`src/rtl/store_wdata_master.sv`:
```
// Store request to single AXI4-Lite write: lane packing, byte strobes, region checks,
// and a one-cycle completion/error pulse back to the pipeline.
module store_wdata_master (
  input  logic        clock,
  input  logic        reset_n,
  input  logic        req_valid,
  output logic        req_ready,
  input  logic [31:0] req_addr,
  input  logic [31:0] req_data,
  input  logic [2:0]  req_func3,
  output logic        awvalid,
  input  logic        awready,
  output logic [31:0] awaddr,
  output logic        wvalid,
  input  logic        wready,
  output logic [31:0] wdata,
  output logic [3:0]  wstrb,
  input  logic        bvalid,
  output logic        bready,
  input  logic [1:0]  bresp,
  output logic        resp_valid,
  output logic        resp_err,
  output logic        skip_ref
);

  typedef enum logic [2:0] {
    S_IDLE      = 3'd0,
    S_ADDR_DATA = 3'd1,
    S_RESP      = 3'd2,
    S_ERR       = 3'd3,
    S_DONE      = 3'd4
  } state_t;

  localparam logic [2:0] F3_SB = 3'b000;
  localparam logic [2:0] F3_SH = 3'b001;
  localparam logic [2:0] F3_SW = 3'b010;

  state_t      state_q, state_d;
  logic [31:0] addr_q, addr_d;
  logic [31:0] wdata_q, wdata_d;
  logic [3:0]  wstrb_q, wstrb_d;
  logic        uart_q, uart_d;
  logic        err_q, err_d;
  logic        aw_done_q, aw_done_d;
  logic        w_done_q, w_done_d;

  // Request decode and packing, evaluated on the incoming request so the
  // results can be latched on the accept edge.
  logic        is_uart, is_flash, is_mrom, no_shift;
  logic        misaligned, illegal_f3, req_bad;
  logic [31:0] pack_data;
  logic [3:0]  pack_strb;
  logic [1:0]  lane;

  assign lane     = req_addr[1:0];
  assign is_uart  = (req_addr >= 32'h1000_0000) && (req_addr <= 32'h1000_0006);
  assign is_flash = (req_addr[31:28] == 4'h3);
  assign is_mrom  = (req_addr[31:12] == 20'h2_0000);
  assign no_shift = is_uart | is_flash;

  always_comb begin
    pack_data  = req_data;
    pack_strb  = 4'b1111;
    illegal_f3 = 1'b0;
    misaligned = 1'b0;
    case (req_func3)
      F3_SB: begin
        if (no_shift) begin
          pack_data = {24'b0, req_data[7:0]};
          pack_strb = 4'b0001;
        end else begin
          pack_data = {4{req_data[7:0]}};
          pack_strb = 4'b0001 << lane;
        end
      end
      F3_SH: begin
        if (no_shift) begin
          pack_data = {16'b0, req_data[15:0]};
          pack_strb = 4'b0011;
        end else begin
          pack_data  = {2{req_data[15:0]}};
          pack_strb  = lane[1] ? 4'b1100 : 4'b0011;
          misaligned = lane[0];
        end
      end
      F3_SW: begin
        misaligned = !no_shift && (lane != 2'b00);
      end
      default: illegal_f3 = 1'b1;
    endcase
  end

  assign req_bad = illegal_f3 | is_mrom | misaligned;

  always_comb begin
    state_d   = state_q;
    addr_d    = addr_q;
    wdata_d   = wdata_q;
    wstrb_d   = wstrb_q;
    uart_d    = uart_q;
    err_d     = err_q;
    aw_done_d = aw_done_q;
    w_done_d  = w_done_q;
    case (state_q)
      S_IDLE: begin
        if (req_valid) begin
          addr_d    = req_addr;
          wdata_d   = pack_data;
          wstrb_d   = pack_strb;
          uart_d    = is_uart;
          err_d     = 1'b0;
          aw_done_d = 1'b0;
          w_done_d  = 1'b0;
          state_d   = req_bad ? S_ERR : S_ADDR_DATA;
        end
      end
      S_ADDR_DATA: begin
        aw_done_d = aw_done_q | awready;
        w_done_d  = w_done_q | wready;
        if (aw_done_d && w_done_d) begin
          state_d = S_RESP;
        end
      end
      S_RESP: begin
        if (bvalid) begin
          err_d   = (bresp != 2'b00);
          state_d = S_DONE;
        end
      end
      S_ERR: begin
        err_d   = 1'b1;
        state_d = S_DONE;
      end
      S_DONE:  state_d = S_IDLE;
      default: state_d = S_IDLE;
    endcase
  end

  always_ff @(posedge clock or negedge reset_n) begin
    if (!reset_n) begin
      state_q   <= S_IDLE;
      addr_q    <= 32'b0;
      wdata_q   <= 32'b0;
      wstrb_q   <= 4'b0;
      uart_q    <= 1'b0;
      err_q     <= 1'b0;
      aw_done_q <= 1'b0;
      w_done_q  <= 1'b0;
    end else begin
      state_q   <= state_d;
      addr_q    <= addr_d;
      wdata_q   <= wdata_d;
      wstrb_q   <= wstrb_d;
      uart_q    <= uart_d;
      err_q     <= err_d;
      aw_done_q <= aw_done_d;
      w_done_q  <= w_done_d;
    end
  end

  // Outputs come only from state and registered flags; no AXI input reaches an AXI output.
  assign req_ready  = (state_q == S_IDLE);
  assign awvalid    = (state_q == S_ADDR_DATA) && !aw_done_q;
  assign wvalid     = (state_q == S_ADDR_DATA) && !w_done_q;
  assign bready     = (state_q == S_RESP);
  assign resp_valid = (state_q == S_DONE);
  assign resp_err   = (state_q == S_DONE) && err_q;
  assign skip_ref   = (state_q == S_DONE) && uart_q;
  assign awaddr     = addr_q;
  assign wdata      = wdata_q;
  assign wstrb      = wstrb_q;

endmodule

```
`config.mk`:
```
export PLATFORM = sky130hd
export DESIGN_NAME = store_wdata_master
export DESIGN_NICKNAME = d
export VERILOG_FILES = /design/src/rtl/store_wdata_master.sv
export SDC_FILE = /design/constraint.sdc
export NUM_CORES = 1
export LEC_CHECK = 0
export ABC_AREA = 1
export BUFFER_PORTS_ARGS = -buffer_cell sky130_fd_sc_hd__buf_2
export CORE_MARGIN = 4
export CORE_UTILIZATION = 51
export CTS_BUF_LIST = sky130_fd_sc_hd__clkbuf_16
export DETAILED_ROUTE_END_ITERATION = 8
export GPL_TIMING_DRIVEN = 1
export MAX_ROUTING_LAYER = met4
export PLACE_DENSITY = 0.85
export SLEW_MARGIN = 25
export SYNTH_ARGS = -nofsm -noshare
export SYNTH_HDL_FRONTEND = slang
export SYNTH_SLANG_ARGS = --single-unit
```
`constraint.sdc`:
```
create_clock -name clock -period 2.6 [get_ports clock]
set_clock_uncertainty 0.15 [all_clocks]
set_input_delay 0.26 -clock clock [delete_from_list [all_inputs] [get_ports clock]]
set_output_delay 0.26 -clock clock [all_outputs]
set_load 0.05 [all_outputs]
```
==> results.cfg <==
[final_layout]
drive_gt1_share_pct = 32.19
final_common_cell = buf_2
diodes = 0
final_nets = 651
area_growth_pct = 32.34
layout_common_cells = 148 x buf_2, 129 x nand2_1, 75 x dfrtp_1

[clock_network]
numCtsBuffers = 9
clock_sinks = 75
cts_root_buf = clkbuf_16
cts_setup_buffers = 0
clk_latency_ns = 0.33
cts_buffer_depth = 2
cts_tree = yes
cts-htree-levels = 3
path_clk_slew_ns = 0.05

[critical_path]
path_cells = dlygate4sd3_1 -> buf_2 -> nor2_1 -> nand3_1 -> nor2_2 -> nand3_2 -> nand2_4 -> inv_4 -> nand3_1 -> nand3_1 -> o21ai_0 -> inv_1
reg2reg_depth = 8
crit_path_start_kind = primary input
critPathSlowestCell = dlygate4sd3_1
required_ns = 2.67
crit_type = in -> reg
endpoint_kind = flip-flop
rr_startpoint = state_q[2]
timing.critical_path.fanout_max = 14
crit_path_start = req_addr[25]
arrival_ns = 2.07
path_common_cell = nand3_1
max_stage_delay_ns = 0.54

[outcome]
status = completed

[synthesis]
synth_top_area_share_pct = 53.84
synthTopCellsByArea = dfrtp_1 54%, nand2_1 14%, o21ai_0 5.6%
yosysWarnings = 0
synth.avg_cell_area_um2 = 8.202
synth.cell_area_um2 = 3486
ys_seq_area_share_pct = 53.84
yosys.area.top_type = dfrtp_1
ys_ff_latch = 75
synthCells = 425
syn_nets = 500
yosysUniqueCellTypes = 25

[detailed_routing]
drtPass1Iterations = 6
drc = 0
routedWlPerCell_um = 15.65
drt_iter0_drc = 207
vias_per_cell = 5.315
final_antenna_net_count = 0
drt_wl_total_um = 10300
vias = 3497

[sta]
period_needed_ns = 2.005
setup_viol = 0
holdWs_ns = 0.006631
slew_violations = 0
fin_tns_setup_ns = 0
hold_viol = 0
rsz0062_at_grt = no
slew-limit-headroom_pct = 75.28
worst_pin_slew_ns = 0.3708
period_share_pct = 77.12
fmax_mhz = 498.7

[floorplan]
std_cell_rows = 29
dieArea_um2 = 8222
chipHeight_um = 90.68
initial_core_util_pct = 53.67
die_x_um = 90.68
fp.coreArea_um2 = 6495
pin_count = 150

[pwr]
p_per_area_nw_per_um2 = 1494
p_leak_nw = 2.546
ir_drop_mv = 0.6949

[run]
cap_violations = 0

[global_routing]
grt_usage_pct = 25.55
antenna_found_initial = 0
grt_max_degree = 86
grt_pass1_vias = 3323
overflow = 0
grt_pass1_wl_um = 16290

[min_path]
holdCritStartpoint = req_addr[6]
hp-class = in -> reg
hold-path-cell-count = 3

[placed_design]
place_hpwl_um = 7442
port_buffers = 149
gp_congestion = 0.9085
where the power goes:
| group | total [W] | internal [W] | switching, W |
|---|---|---|---|
| Sequential | 0.00204 | 0.00172 | 0.000320 |
| Combinational | 0.00377 | 0.000848 | 0.00292 |
| Clock | 0.00108 | 0.000631 | 0.000452 |
cell usage after synthesis:
| library cell | number |
|---|---|
| nand2_1 | 129 |
| dfrtp_1 | 75 |
| inv_1 | 49 |
| o21ai_0 | 39 |
| nand3_1 | 31 |
| nor2_1 | 29 |
| buf_2 | 13 |
| a21oi_1 | 10 |
| a2bb2oi_1 | 9 |
| nand4_1 | 7 |
| nand3_2 | 6 |
| clkbuf_1 | 4 |
| nor2_2 | 4 |
| nor3_1 | 4 |
| o21ai_1 | 4 |
| inv_2 | 2 |
| o22ai_1 | 2 |
| buf_6 | 1 |
| inv_4 | 1 |
| nand2_2 | 1 |
| nand2_4 | 1 |
| nand4_4 | 1 |
| nor2_4 | 1 |
| o21ai_2 | 1 |
| o31ai_1 | 1 |
area by class of cell:
cell class / count / area, um2
fillers: 522 / 1882
flip-flops and latches: 75 / 1877
multi-input cells: 280 / 1325
repair buffers: 158 / 855.8
clock buffers: 9 / 225.2
inverters: 52 / 197.7
well taps: 77 / 96.34
clock inverters: 7 / 36.28
cells by family (layout without fill, tap and decap cells):
family	count (synthesis)	count (layout)	synth area share, %
AOI/OAI and AO/OA	66	66	10.70
buffers and inverters	70	226	8.292
DFF	75	75	53.84
and+or+nand+nor	214	214	27.17
flip-flops by register name, summed over array words and instances (netlist names):
signal and cells:
awaddr 32, wdata 32, state_q 3, err_q 1, w_done_q 1, aw_done_q 1, wstrb 4, uart_q 1
layer usage:
layer | part of all wire, % | routed length, um | up-vias | GRT usage (%)
met5 | 0 | 0 | - | -
met4 | 2.0 | 210 | 0 | 8.291
met3 | 7.7 | 789 | 24 | 7.000
met2 | 49 | 5028 | 172 | 40.21
met1 | 41 | 4268 | 1639 | 32.10
li1 | - | - | 1662 | -
worst max-delay path: cells and delay by family:
family	cells	cell delay, ns
AND/OR/NAND/NOR	7	0.89
AO/OA/AOI/OAI	1	0.08
buffers and inverters	4	0.84
timing repair:
item                      CTS  global route
gates resized for setup     0             0
hold buffers                3             0
hold endpoints to repair   77             0
per-stage QoR:
stage	total power [W]	std cells	setup WS, ns	utilization (%)	area [um2]
after floorplan	0.004845	425	0.2560	-	3491
after global routing	0.007251	658	0.4122	71.03	4613
after global placement	0.005702	638	0.8112	66.11	4294
after CTS	0.006897	657	0.5933	70.60	4586
after detailed placement	0.005792	638	0.7282	66.11	4294
final	0.006894	658	0.5948	71.03	4613
path summary, 6_finish.rpt:
check                             end  slack [ns]
max                         wdata[29]        0.59
min in group asynchronous  awaddr[15]        0.24
min reg2reg                 awaddr[7]        0.33
max in group asynchronous    wdata[0]        1.51
min                         awaddr[6]       0.007
max reg2reg                 wdata[23]        0.66
No activity file was read; power rests on OpenSTA's default activity.
